==> src/rtl/vga_fb_scanout.sv <==
// Framebuffer scan-out for a 640x480 VGA timing source: linear read addresses,
// pixel capture, and sync/blank delayed so colour and sync leave together.
module vga_fb_scanout #(
  parameter int H_VISIBLE    = 640,
  parameter int V_VISIBLE    = 480,
  parameter int ADDR_BITS    = 20,
  parameter int DATA_BITS    = 16,
  parameter int READ_LATENCY = 2
) (
  input  logic                 clk,
  input  logic                 reset,
  input  logic                 visible,
  input  logic                 hsync,
  input  logic                 vsync,
  input  logic [9:0]           column,
  input  logic [9:0]           row,
  output logic                 fb_rd_en,
  output logic [ADDR_BITS-1:0] fb_addr,
  input  logic [DATA_BITS-1:0] fb_rd_data,
  output logic [3:0]           vga_red,
  output logic [3:0]           vga_green,
  output logic [3:0]           vga_blue,
  output logic                 vga_hsync,
  output logic                 vga_vsync,
  output logic                 frame_start,
  output logic                 addr_overrun
);

  localparam int L = READ_LATENCY + 2;
  // Delay-line depth; the output register supplies the final stage.
  localparam int D = L - 1;
  localparam logic [ADDR_BITS:0] PIXELS = (ADDR_BITS + 1)'(H_VISIBLE * V_VISIBLE);

  logic [ADDR_BITS-1:0] addr_cnt_q, addr_cnt_d;
  logic [ADDR_BITS-1:0] fb_addr_q, fb_addr_d;
  logic [ADDR_BITS-1:0] addr_next;
  logic                 fb_rd_en_q, fb_rd_en_d;
  logic                 overrun_q, overrun_d;
  logic                 first;
  logic [D-1:0]         vis_dly_q, vis_dly_d;
  logic [D-1:0]         hs_dly_q, hs_dly_d;
  logic [D-1:0]         vs_dly_q, vs_dly_d;
  logic [D-1:0]         first_dly_q, first_dly_d;
  logic [11:0]          rgb_q, rgb_d;
  logic                 hs_q, hs_d, vs_q, vs_d, fs_q, fs_d;
  logic                 unused_data_bits;

  // Only the low 12 bits carry 4:4:4 colour.
  assign unused_data_bits = ^fb_rd_data;

  always_comb begin
    first      = visible && (column == 10'd0) && (row == 10'd0);
    // Pixel (0,0) realigns the counter so a lost sync recovers every frame.
    addr_next  = ((column == 10'd0) && (row == 10'd0)) ? '0 : addr_cnt_q;
    addr_cnt_d = addr_cnt_q;
    fb_addr_d  = fb_addr_q;
    fb_rd_en_d = 1'b0;
    overrun_d  = overrun_q;
    if (visible) begin
      fb_addr_d  = addr_next;
      fb_rd_en_d = 1'b1;
      addr_cnt_d = addr_next + 1'b1;
      if ({1'b0, addr_next} >= PIXELS) begin
        overrun_d = 1'b1;
      end
    end

    vis_dly_d   = {vis_dly_q[D-2:0], visible};
    hs_dly_d    = {hs_dly_q[D-2:0], hsync};
    vs_dly_d    = {vs_dly_q[D-2:0], vsync};
    first_dly_d = {first_dly_q[D-2:0], first};

    rgb_d = vis_dly_q[D-1] ? fb_rd_data[11:0] : 12'h000;
    hs_d  = hs_dly_q[D-1];
    vs_d  = vs_dly_q[D-1];
    fs_d  = first_dly_q[D-1];
  end

  always_ff @(posedge clk) begin
    if (reset) begin
      addr_cnt_q  <= '0;
      fb_addr_q   <= '0;
      fb_rd_en_q  <= 1'b0;
      overrun_q   <= 1'b0;
      vis_dly_q   <= '0;
      hs_dly_q    <= '1;
      vs_dly_q    <= '1;
      first_dly_q <= '0;
      rgb_q       <= '0;
      hs_q        <= 1'b1;
      vs_q        <= 1'b1;
      fs_q        <= 1'b0;
    end else begin
      addr_cnt_q  <= addr_cnt_d;
      fb_addr_q   <= fb_addr_d;
      fb_rd_en_q  <= fb_rd_en_d;
      overrun_q   <= overrun_d;
      vis_dly_q   <= vis_dly_d;
      hs_dly_q    <= hs_dly_d;
      vs_dly_q    <= vs_dly_d;
      first_dly_q <= first_dly_d;
      rgb_q       <= rgb_d;
      hs_q        <= hs_d;
      vs_q        <= vs_d;
      fs_q        <= fs_d;
    end
  end

  assign fb_addr      = fb_addr_q;
  assign fb_rd_en     = fb_rd_en_q;
  assign vga_red      = rgb_q[11:8];
  assign vga_green    = rgb_q[7:4];
  assign vga_blue     = rgb_q[3:0];
  assign vga_hsync    = hs_q;
  assign vga_vsync    = vs_q;
  assign frame_start  = fs_q;
  assign addr_overrun = overrun_q;

endmodule

==> config.mk <==
export PLATFORM = sky130hd
export DESIGN_NAME = vga_fb_scanout
export DESIGN_NICKNAME = d
export VERILOG_FILES = /design/src/rtl/vga_fb_scanout.sv
export SDC_FILE = /design/constraint.sdc
export NUM_CORES = 1
export LEC_CHECK = 0
export BUFFER_PORTS_ARGS = -buffer_cell sky130_fd_sc_hd__buf_2
export CAP_MARGIN = 20
export CELL_PAD_IN_SITES_DETAIL_PLACEMENT = 1
export CELL_PAD_IN_SITES_GLOBAL_PLACEMENT = 1
export CORE_MARGIN = 3
export CORE_UTILIZATION = 41
export DETAILED_ROUTE_END_ITERATION = 12
export GPL_TIMING_DRIVEN = 0
export MAX_ROUTING_LAYER = met4
export PLACE_DENSITY = 0.88
export SYNTH_ARGS = -nofsm -noshare
export SYNTH_HDL_FRONTEND = slang
export SYNTH_SLANG_ARGS = --single-unit
==> constraint.sdc <==
create_clock -name clk -period 6.2 [get_ports clk]
set_input_delay 0.62 -clock clk [delete_from_list [all_inputs] [get_ports clk]]
set_output_delay 0.62 -clock clk [all_outputs]
set_load 0.02 [all_outputs]
==> flow_summary.toml, run 1 <==
[sta]
rsz0062_at_grt = "no"
max_clock_freq_ghz = 0.3063
period_minus_slack_ns = 3.265
tightest_slew_ns = 0.6195
clock_skew_ns = 0.008112
slew_violations = 0
finalSetupTns_ns = 0
slew_headroom = 0.5870
timing.final.crit_share = 0.5266
hold_viol_final = 0
setup_violations = 0

[yosys]
yosysTopAreaCell = "dfxtp_1"
ys.flop_type = "dfxtp_1"
synthDistinctLibCells = 47
syn_area_per_cell_um2 = 9.080
ys_async_sr_fraction = 0
syn_nets = 343
synth_enable_flop_cells = 0
yosysMostFrequentCell = "dfxtp_1"
synth_common_cells = "dfxtp_1 (68), nand2_1 (28), nand3_1 (25)"
yosys_warnings = 0
synth_area_um2 = 2724
synth.top_cells.by_area = "dfxtp_1 (50%), nand3_1 (4.6%), a21oi_1 (4.4%)"
synth_cells = 300
ys_seq_area_frac = 0.4998
synth_top_area_frac = 0.4998
synth-seq-cells = 68

[cells_and_area]
design_area_um2 = 3438
drive_above_1_share = 0.2938
diodes = 0
finish.net_count = 426
num-fill-cells = 762
synthToLayoutAreaGrowth_pct = 26.23

[power]
p_switching_uw = 200.3
powerDensity_nw_per_um2 = 276.0
p_clk_frac = 0.486
leakage_uw = 0.001417
p_int_uw = 748.5
combPwrFrac = 0.045
power.share.sequential = 0.468
swShare = 0.2111
ir_drop_mv = 0.2172

[worst_hold_path]
hp-class = "flop to flop"

[floorplan]
die_w_um = 87.51
core.rowCount = 29
fp.dieH_um = 87.51
die-area_um2 = 7658
core-area_um2 = 6386
pin_count = 78
initial_utilization = 0.4265

[flow_run]
drv_cap = 0

[critical_path]
critPathCaptureType = "flop"
crit_chain = "buf_2, nor4_2, nand3_2, or2_1, clkbuf_1, buf_2, buf_6, nand2_1, inv_2, ha_1, inv_1, nor4_4, nand4_1, and4_1, a311o_1"
path_class = "primary input to flop"
setup.worst_path.end = "addr_cnt_q[16]"
rr_startpoint = "addr_cnt_q[1]"
worstPathRequired_ns = 6.43
reg2reg_slack_ns = 3.92
r2r_cells = 8
reg2reg_to = "addr_cnt_q[16]"
crit_path_max_fanout = 10
arrival_ns = 3.50
start_kind = "primary input"
crit_start = "row[5]"
worst-path-buf-inv = 6
cp.depth = 15
slowest_delay_ns = 0.49
cp_slowest_cell = "nor4_4"
cpLargestDelayFamily = "simple AND/OR/NAND/NOR gates"
cp_common_cell = "buf_2"

[clock_tree]
ctsHoldBuffers = 0
post_cts_buffers = 0
clock-sinks = 68
clockBufferDepth = 2
htree_num_levels = 3
cts_made_buffers = 9
clk_pin_slew_ns = 0.07
cts_resized = 0
cts_tree = "done"
root_buffer = "clkbuf_8"
insertion_delay_ns = 0.34

[global_route]
grt_first_pass_wirelength_mm = 12.28
grt.total_usage = 0.2137
grt_max_degree = 13
antenna_found_initial = 0
grt_pass1_vias = 2597
overflow = 0

[drt]
antenna_left = 0
drt_wl_total_mm = 7.429
dr.first_iter.drc_count = 99
routedWlPerCell_um = 15.98
dr.pass1.iters = 4
drc = 0
vias = 2492
viasPerCell = 5.359

[run_status]
status = "complete, no violations"

[placed_design]
numPortBuffers = 72
place_area_um2 = 3181
gp_congestion = 0.8194
hpwl_mm = 5.343
## registers in the layout, indices dropped and copies added, names as in the netlist
register	flops
fb_addr	20
first_dly_q	3
hs_dly_q	3
addr_cnt_q	20
vis_dly_q	3
vga_vsync	1
frame_start	1
vs_dly_q	3
rgb_q	12
vga_hsync	1
addr_overrun	1
## power groups by stage
stage          clock [uW]  combinational, uW  sequential [uW]
2_1_floorplan           0               19.3              456
3_5_place_dp            0               42.8              455
6_report              462               42.8              444
3_3_place_gp            0               41.2              454
4_1_cts               470               43.4              444
5_1_grt               489               47.4              445
## area by class of cell
cell class,count,area (um2),share of cell area
Clock buffer,11,151.4,0.04403
Sequential cell,68,1361,0.3959
Tap cell,77,96.34,0.02802
Clock inverter,5,106.4,0.03093
Timing Repair Buffer,72,360.3,0.1048
Inverter,7,26.28,0.007642
Buffer,21,91.34,0.02656
Multi-Input combinational cell,204,1245,0.3621
## per-stage QoR
stage / instances / hold WS [ns] / util / setup slack [ns] / total power, uW
after floorplan: 300 / 0.3895 / - / 3.263 / 475.6
after global placement: 449 / 0.3908 / 0.4980 / 2.688 / 495.5
after detailed placement: 449 / 0.3997 / 0.4980 / 2.590 / 497.4
after CTS: 465 / 0.4178 / 0.5384 / 2.955 / 958.3
after global routing: 465 / 0.4334 / 0.5384 / 2.686 / 981.6
final: 465 / 0.4158 / 0.5384 / 2.935 / 948.9
## cells by family (layout without fill, tap and decap cells)
| family | after synthesis | in the layout | synth area share |
|---|---|---|---|
| AO/OA/AOI/OAI | 64 | 64 | 0.1498 |
| XOR/XNOR | 6 | 6 | 0.01929 |
| adder cells (fa/ha/maj) | 2 | 2 | 0.009185 |
| buffers and inverters | 28 | 116 | 0.04318 |
| flip-flops | 68 | 68 | 0.4998 |
| multiplexers | 2 | 2 | 0.007809 |
| AND/OR/NAND/NOR | 130 | 130 | 0.2710 |
## layer usage
metal | vias up | global-route usage | share of wire
li1 | 1224 | - | -
met3 | 13 | 0.05393 | 0.059
met5 | - | - | 0
met4 | 0 | 0.08647 | 0.017
met1 | 1181 | 0.2276 | 0.42
met2 | 74 | 0.3753 | 0.51
## worst register-to-register path, cell delays in order (launching register included)
cell and delay (ns):
dfxtp_1 0.42, nand2_1 0.13, inv_2 0.06, ha_1 0.19, inv_1 0.13, nor4_4 0.49, nand4_1 0.19, and4_1 0.24
a311o_1 0.31
## cells in the final DEF, fill, tap and decap left out, types with 4 or more instances in the layout
| cell type | instances |
|---|---|
| nor2b_1 | 11 |
| buf_1 | 4 |
| clkbuf_8 | 11 |
| nor2_1 | 17 |
| xnor2_1 | 6 |
| a31oi_1 | 8 |
| inv_1 | 5 |
| and2_1 | 14 |
| a211oi_1 | 4 |
| nand3_1 | 25 |
| dfxtp_1 | 68 |
| o21ai_1 | 8 |
| clkbuf_1 | 12 |
| or2_2 | 8 |
| buf_2 | 76 |
| a21oi_1 | 24 |
| o2111ai_1 | 5 |
| nor3_1 | 4 |
| nand2_1 | 28 |
## worst min path at each step
stage,cells after the start,slack (ns),startpoint,endpoint
global route,1,0.43,hs_dly_q[2],vga_hsync
global placement,1,0.39,hs_dly_q[2],vga_hsync
finish,1,0.42,hs_dly_q[0],hs_dly_q[1]
detailed placement,1,0.40,hs_dly_q[0],hs_dly_q[1]
floorplan,1,0.39,hs_dly_q[0],hs_dly_q[1]
CTS,1,0.42,hs_dly_q[0],hs_dly_q[1]
(Power assumes the default switching activity.)
==> run 2: changes to the inputs <==
--- a/config.mk
+++ b/config.mk
@@ -10,11 +10,11 @@
 export CELL_PAD_IN_SITES_DETAIL_PLACEMENT = 1
 export CELL_PAD_IN_SITES_GLOBAL_PLACEMENT = 1
 export CORE_MARGIN = 3
-export CORE_UTILIZATION = 41
+export CORE_UTILIZATION = 38
 export DETAILED_ROUTE_END_ITERATION = 12
 export GPL_TIMING_DRIVEN = 0
 export MAX_ROUTING_LAYER = met4
-export PLACE_DENSITY = 0.88
+export PLACE_DENSITY = 0.83
 export SYNTH_ARGS = -nofsm -noshare
 export SYNTH_HDL_FRONTEND = slang
 export SYNTH_SLANG_ARGS = --single-unit
==> constraint.sdc (replaced) <==
create_clock -name clk -period 3.35 [get_ports clk]
set_input_delay 0.335 -clock clk [delete_from_list [all_inputs] [get_ports clk]]
set_output_delay 0.335 -clock clk [all_outputs]
set_load 0.02 [all_outputs]
==> run 2 against run 1 <==
Net effect:
- clock skew fell by 0.0018 ns
- non-clock buffer count stayed put
- flip-flop and latch count did not move
- core utilization shrank 3.9 points
- cell area fell by 0.29%
- clock power rose by 63%
- first-iteration DRC count is 12% higher
- routed wire length down 1.3%
- cell count rose by 3.9%
- critical path type unchanged
- critical endpoint unchanged
- highest routed layer unchanged
==> flow_summary.toml, run 2 (synthesis results as in run 1) <==
[sta]
worst_slack_ns = 0.3796
setup_violations = 0
hold_viol_final = 0
hold_slack_ns = 0.1717
clock_skew_ns = 0.006337
max_clock_freq_ghz = 0.3367
rsz0062_at_grt = "no"
tightest_slew_ns = 0.5676
period_minus_slack_ns = 2.970
timing.final.crit_share = 0.8867
slew_headroom = 0.6195
slew_violations = 0

[drt]
drt_wl_total_mm = 7.329
drc = 0
viasPerCell = 5.174
dr.pass1.iters = 4
dr.first_iter.drc_count = 111
vias = 2499
antenna_left = 0
routedWlPerCell_um = 15.17

[floorplan]
core.rowCount = 30
pin_count = 78
fp.dieH_um = 90.67
die-area_um2 = 8220
core-area_um2 = 6869
initial_utilization = 0.3965
die_w_um = 90.67

[critical_path]
reg2reg_to = "addr_cnt_q[16]"
crit_chain = "buf_2, nor4_2, nand3_2, or2_1, clkbuf_1, buf_2, buf_6, nand2_1, inv_2, ha_1, inv_1, nor4_4, nand4_1, and4_1, a311o_1"
r2r_cells = 8
reg2reg_slack_ns = 1.13
rr_startpoint = "addr_cnt_q[0]"
cpLargestDelayFamily = "simple AND/OR/NAND/NOR gates"
slowest_delay_ns = 0.48
cp_slowest_cell = "nor4_4"
worst-path-buf-inv = 6
worstPathRequired_ns = 3.58
crit_path_max_fanout = 10
start_kind = "primary input"
arrival_ns = 3.20
path_class = "primary input to flop"
cp_common_cell = "buf_2"
critPathCaptureType = "flop"

[worst_hold_path]
hp-class = "primary input to flop"
hold_end = "hs_dly_q[0]"
min_from = "hsync"
hold_depth = 2

[placed_design]
hpwl_mm = 5.445
dpl_worst_slack_ns = -0.005184
gp_congestion = 0.8651
numPortBuffers = 72

[flow_run]
drv_cap = 0

[clock_tree]
clockBufferDepth = 2
ctsHoldBuffers = 0
post_cts_buffers = 0
cts_resized = 0
cts_tree = "done"
insertion_delay_ns = 0.35
clock-sinks = 68
clk_pin_slew_ns = 0.07
root_buffer = "clkbuf_8"
htree_num_levels = 3
cts_made_buffers = 9

[cells_and_area]
diodes = 0
synthToLayoutAreaGrowth_pct = 25.86
final_common_cell = "buf_2"
final_cell_mix = "buf_2 (76), dfxtp_1 (68), nand2_1 (28), nand3_1 (25), a21oi_1 (24)"
finish.net_count = 426
drive_above_1_share = 0.2920

[global_route]
overflow = 0
antenna_found_initial = 0
grt_first_pass_wirelength_mm = 12.77
grt_pass1_vias = 2596
grt.total_usage = 0.1990
grt_max_degree = 12

[run_status]
status = "complete, no violations"

[power]
ir_drop_mv = 0.2921
leakage_uw = 0.001402
powerDensity_nw_per_um2 = 483.5
-- run 2: cell count changes in the layout (fill, tap and decap cells not counted), sizes merged --
| cell | change |
|---|---|
| bufinv | -1 |
| clkinv | +1 |
| inv | -1 |
-- run 2: worst max path at each step --
| stage | start | endpoint | slack [ns] | depth (start not counted) |
|---|---|---|---|---|
| after floorplan | row[4] | addr_cnt_q[16] | 0.70 | 14 |
| after global placement | row[4] | addr_cnt_q[16] | 0.09 | 15 |
| after detailed placement | row[5] | addr_cnt_q[16] | -0.005 | 15 |
| after CTS | row[5] | addr_cnt_q[16] | 0.37 | 15 |
| after global routing | row[8] | addr_cnt_q[16] | 0.09 | 15 |
| final | row[5] | addr_cnt_q[16] | 0.38 | 15 |
-- run 2: layer usage --
metal | track usage | up-vias | share of wire
li1 | - | 1220 | -
met1 | 0.2358 | 1188 | 0.44
met2 | 0.3305 | 83 | 0.49
met3 | 0.05417 | 8 | 0.054
met4 | 0.05867 | 0 | 0.013
met5 | - | - | 0
-- run 2: metrics by stage --
step                  util  std cells  cell area [um2]  setup TNS (ns)  total power (uW)
finish              0.4991        483             3428               0              1657
floorplan                -        300             2724               0             880.2
global route        0.4991        483             3428               0              1722
global placement    0.4665        468             3204               0             917.4
detailed placement  0.4665        468             3204       -0.005184             921.1
CTS                 0.4991        483             3428               0              1673
-- run 2: layout make-up --
type	instances	area, um2
buffer	21	91.34
clock buffer	11	151.4
clock inverter	4	72.57
fill	845	3441
inverter	7	26.28
multi-input combinational	204	1245
sequential	68	1361
tap	96	120.1
timing repair buffer	72	360.3
-- run 2: report_power, final --
group	switching, uW	internal [uW]	leakage (uW)
Combinational	49.3	30.4	0.000740
Sequential	5.07	818	0.000550
Clock	301	454	0.000111
-- run 2: worst register-to-register path, cell delays in order, from the launching register on --
cell and delay (ns):
dfxtp_1 0.43, nand2_2 0.10, inv_2 0.07, ha_1 0.19, inv_1 0.13, nor4_4 0.48
nand4_1 0.17, and4_1 0.23, a311o_1 0.30
==> run 3: changes to the inputs <==
--- a/config.mk
+++ b/config.mk
@@ -13,7 +13,6 @@
 export CORE_UTILIZATION = 38
 export DETAILED_ROUTE_END_ITERATION = 12
 export GPL_TIMING_DRIVEN = 0
-export MAX_ROUTING_LAYER = met4
 export PLACE_DENSITY = 0.83
 export SYNTH_ARGS = -nofsm -noshare
 export SYNTH_HDL_FRONTEND = slang
==> run 3 against run 2 <==
Net effect:
- clock skew rose by 0.0013 ns
- routed wire length shrank 0.27%
- combinational power hardly changed
- via count increased by 0.40%
- fmax barely moved
- critical path type unchanged
- highest routed layer unchanged
==> flow_summary.toml, run 3 (synthesis results as in run 1) <==
[power]
powerDensity_nw_per_um2 = 482.8
p_int_uw = 1302
ir_drop_mv = 0.2910
p_switching_uw = 353.3
leakage_uw = 0.001402
combPwrFrac = 0.048
p_clk_frac = 0.455
power_uw = 1655
power.share.sequential = 0.497
swShare = 0.2135

[drt]
dr.first_iter.drc_count = 93
dr.pass1.iters = 4
drc = 0
routedWlPerCell_um = 15.13
vias = 2509
antenna_left = 0
drt_wl_total_mm = 7.309
viasPerCell = 5.195

[placed_design]
place_inst = 468
numPortBuffers = 72
hpwl_mm = 5.445
dpl_worst_slack_ns = -0.005184
gp_congestion = 0.8516

[worst_hold_path]
hp-class = "primary input to flop"

[clock_tree]
root_buffer = "clkbuf_8"
cts_made_buffers = 9
cts_resized = 0
htree_num_levels = 3
post_cts_buffers = 0
clockBufferDepth = 2
ctsHoldBuffers = 0
clock-sinks = 68
cts_tree = "done"
clk_pin_slew_ns = 0.07
insertion_delay_ns = 0.35

[cells_and_area]
register_area_um2 = 1361
final_common_cell = "buf_2"
synthToLayoutAreaGrowth_pct = 25.86
drive_above_1_share = 0.2920
diodes = 0
finish.net_count = 426
post-route-util = 0.4991
stdcell_count = 483
num-fill-cells = 845
multi_input_area_um2 = 1245
final_cell_mix = "buf_2 (76), dfxtp_1 (68), nand2_1 (28), nand3_1 (25), a21oi_1 (24)"

[sta]
period_minus_slack_ns = 2.970
hold_slack_ns = 0.1757
setup_violations = 0
slew_headroom = 0.6197
max_clock_freq_ghz = 0.3367
clock_skew_ns = 0.007610
tightest_slew_ns = 0.5674
timing.final.crit_share = 0.8866
hold_viol_final = 0
slew_violations = 0
worst_slack_ns = 0.3799
rsz0062_at_grt = "no"

[critical_path]
path_class = "primary input to flop"
start_kind = "primary input"
crit_path_max_fanout = 10
arrival_ns = 3.20
worstPathRequired_ns = 3.58
critPathCaptureType = "flop"

[global_route]
antenna_found_initial = 0
grt.total_usage = 0.1940
overflow = 0
grt_max_degree = 12
grt_pass1_vias = 2597
grt_first_pass_wirelength_mm = 12.77

[floorplan]
initial_utilization = 0.3965
fp.dieH_um = 90.67
die-area_um2 = 8220
core-area_um2 = 6869
die_w_um = 90.67
pin_count = 78
core.rowCount = 30

[run_status]
status = "complete, no violations"

[flow_run]
drv_cap = 0
run 3: cell counts in the layout (fill, tap and decap cells not counted):
No cell type changed its count.
run 3: power groups by stage:
stage                     clock network, uW  logic [uW]  registers (uW)
after floorplan                           0        35.8             844
after global placement                    0        76.6             841
after detailed placement                  0        80.0             841
after CTS                               770        80.5             822
after global routing                    811        89.4             823
final                                   753        79.6             823
run 3: cell type report:
| cell class | instances | share of cell area |
|---|---|---|
| sequential | 68 | 0.3971 |
| multi-input combinational | 204 | 0.3631 |
| timing repair buffer | 72 | 0.1051 |
| clock buffer | 11 | 0.04416 |
| tap | 96 | 0.03504 |
| buffer | 21 | 0.02664 |
| clock inverter | 4 | 0.02117 |
| inverter | 7 | 0.007664 |
run 3: per-layer routing:
layer	vias up	track usage	part of all wire
met4	0	0.05485	0.010
met1	1202	0.2358	0.44
met3	8	0.06000	0.060
met5	-	0	0
met2	80	0.3298	0.49
li1	1219	-	-
run 3: path summary, 6_finish.rpt:
check / endpoint / start / slack (ns) / depth (start not counted)
worst max register to register: addr_cnt_q[16] / addr_cnt_q[0] / 1.11 / 8
worst min-delay path: hs_dly_q[0] / hsync / 0.18 / 2
worst max-delay path: addr_cnt_q[16] / row[5] / 0.38 / 15
worst min register to register: vga_hsync / hs_dly_q[2] / 0.41 / 1
run 3: critical path, cell delays in order:
cell	delay (ns)
buf_2	0.09
nor4_2	0.04
nand3_2	0.17
or2_1	0.15
clkbuf_1	0.24
buf_2	0.31
buf_6	0.18
nand2_1	0.09
inv_2	0.06
ha_1	0.18
inv_1	0.13
nor4_4	0.49
nand4_1	0.17
and4_1	0.23
a311o_1	0.31
run 3: stage by stage:
step                      area [um2]  setup TNS [ns]
after floorplan                 2724               0
after global placement          3204               0
after detailed placement        3204       -0.005184
after CTS                       3428               0
after global routing            3428               0
final                           3428               0
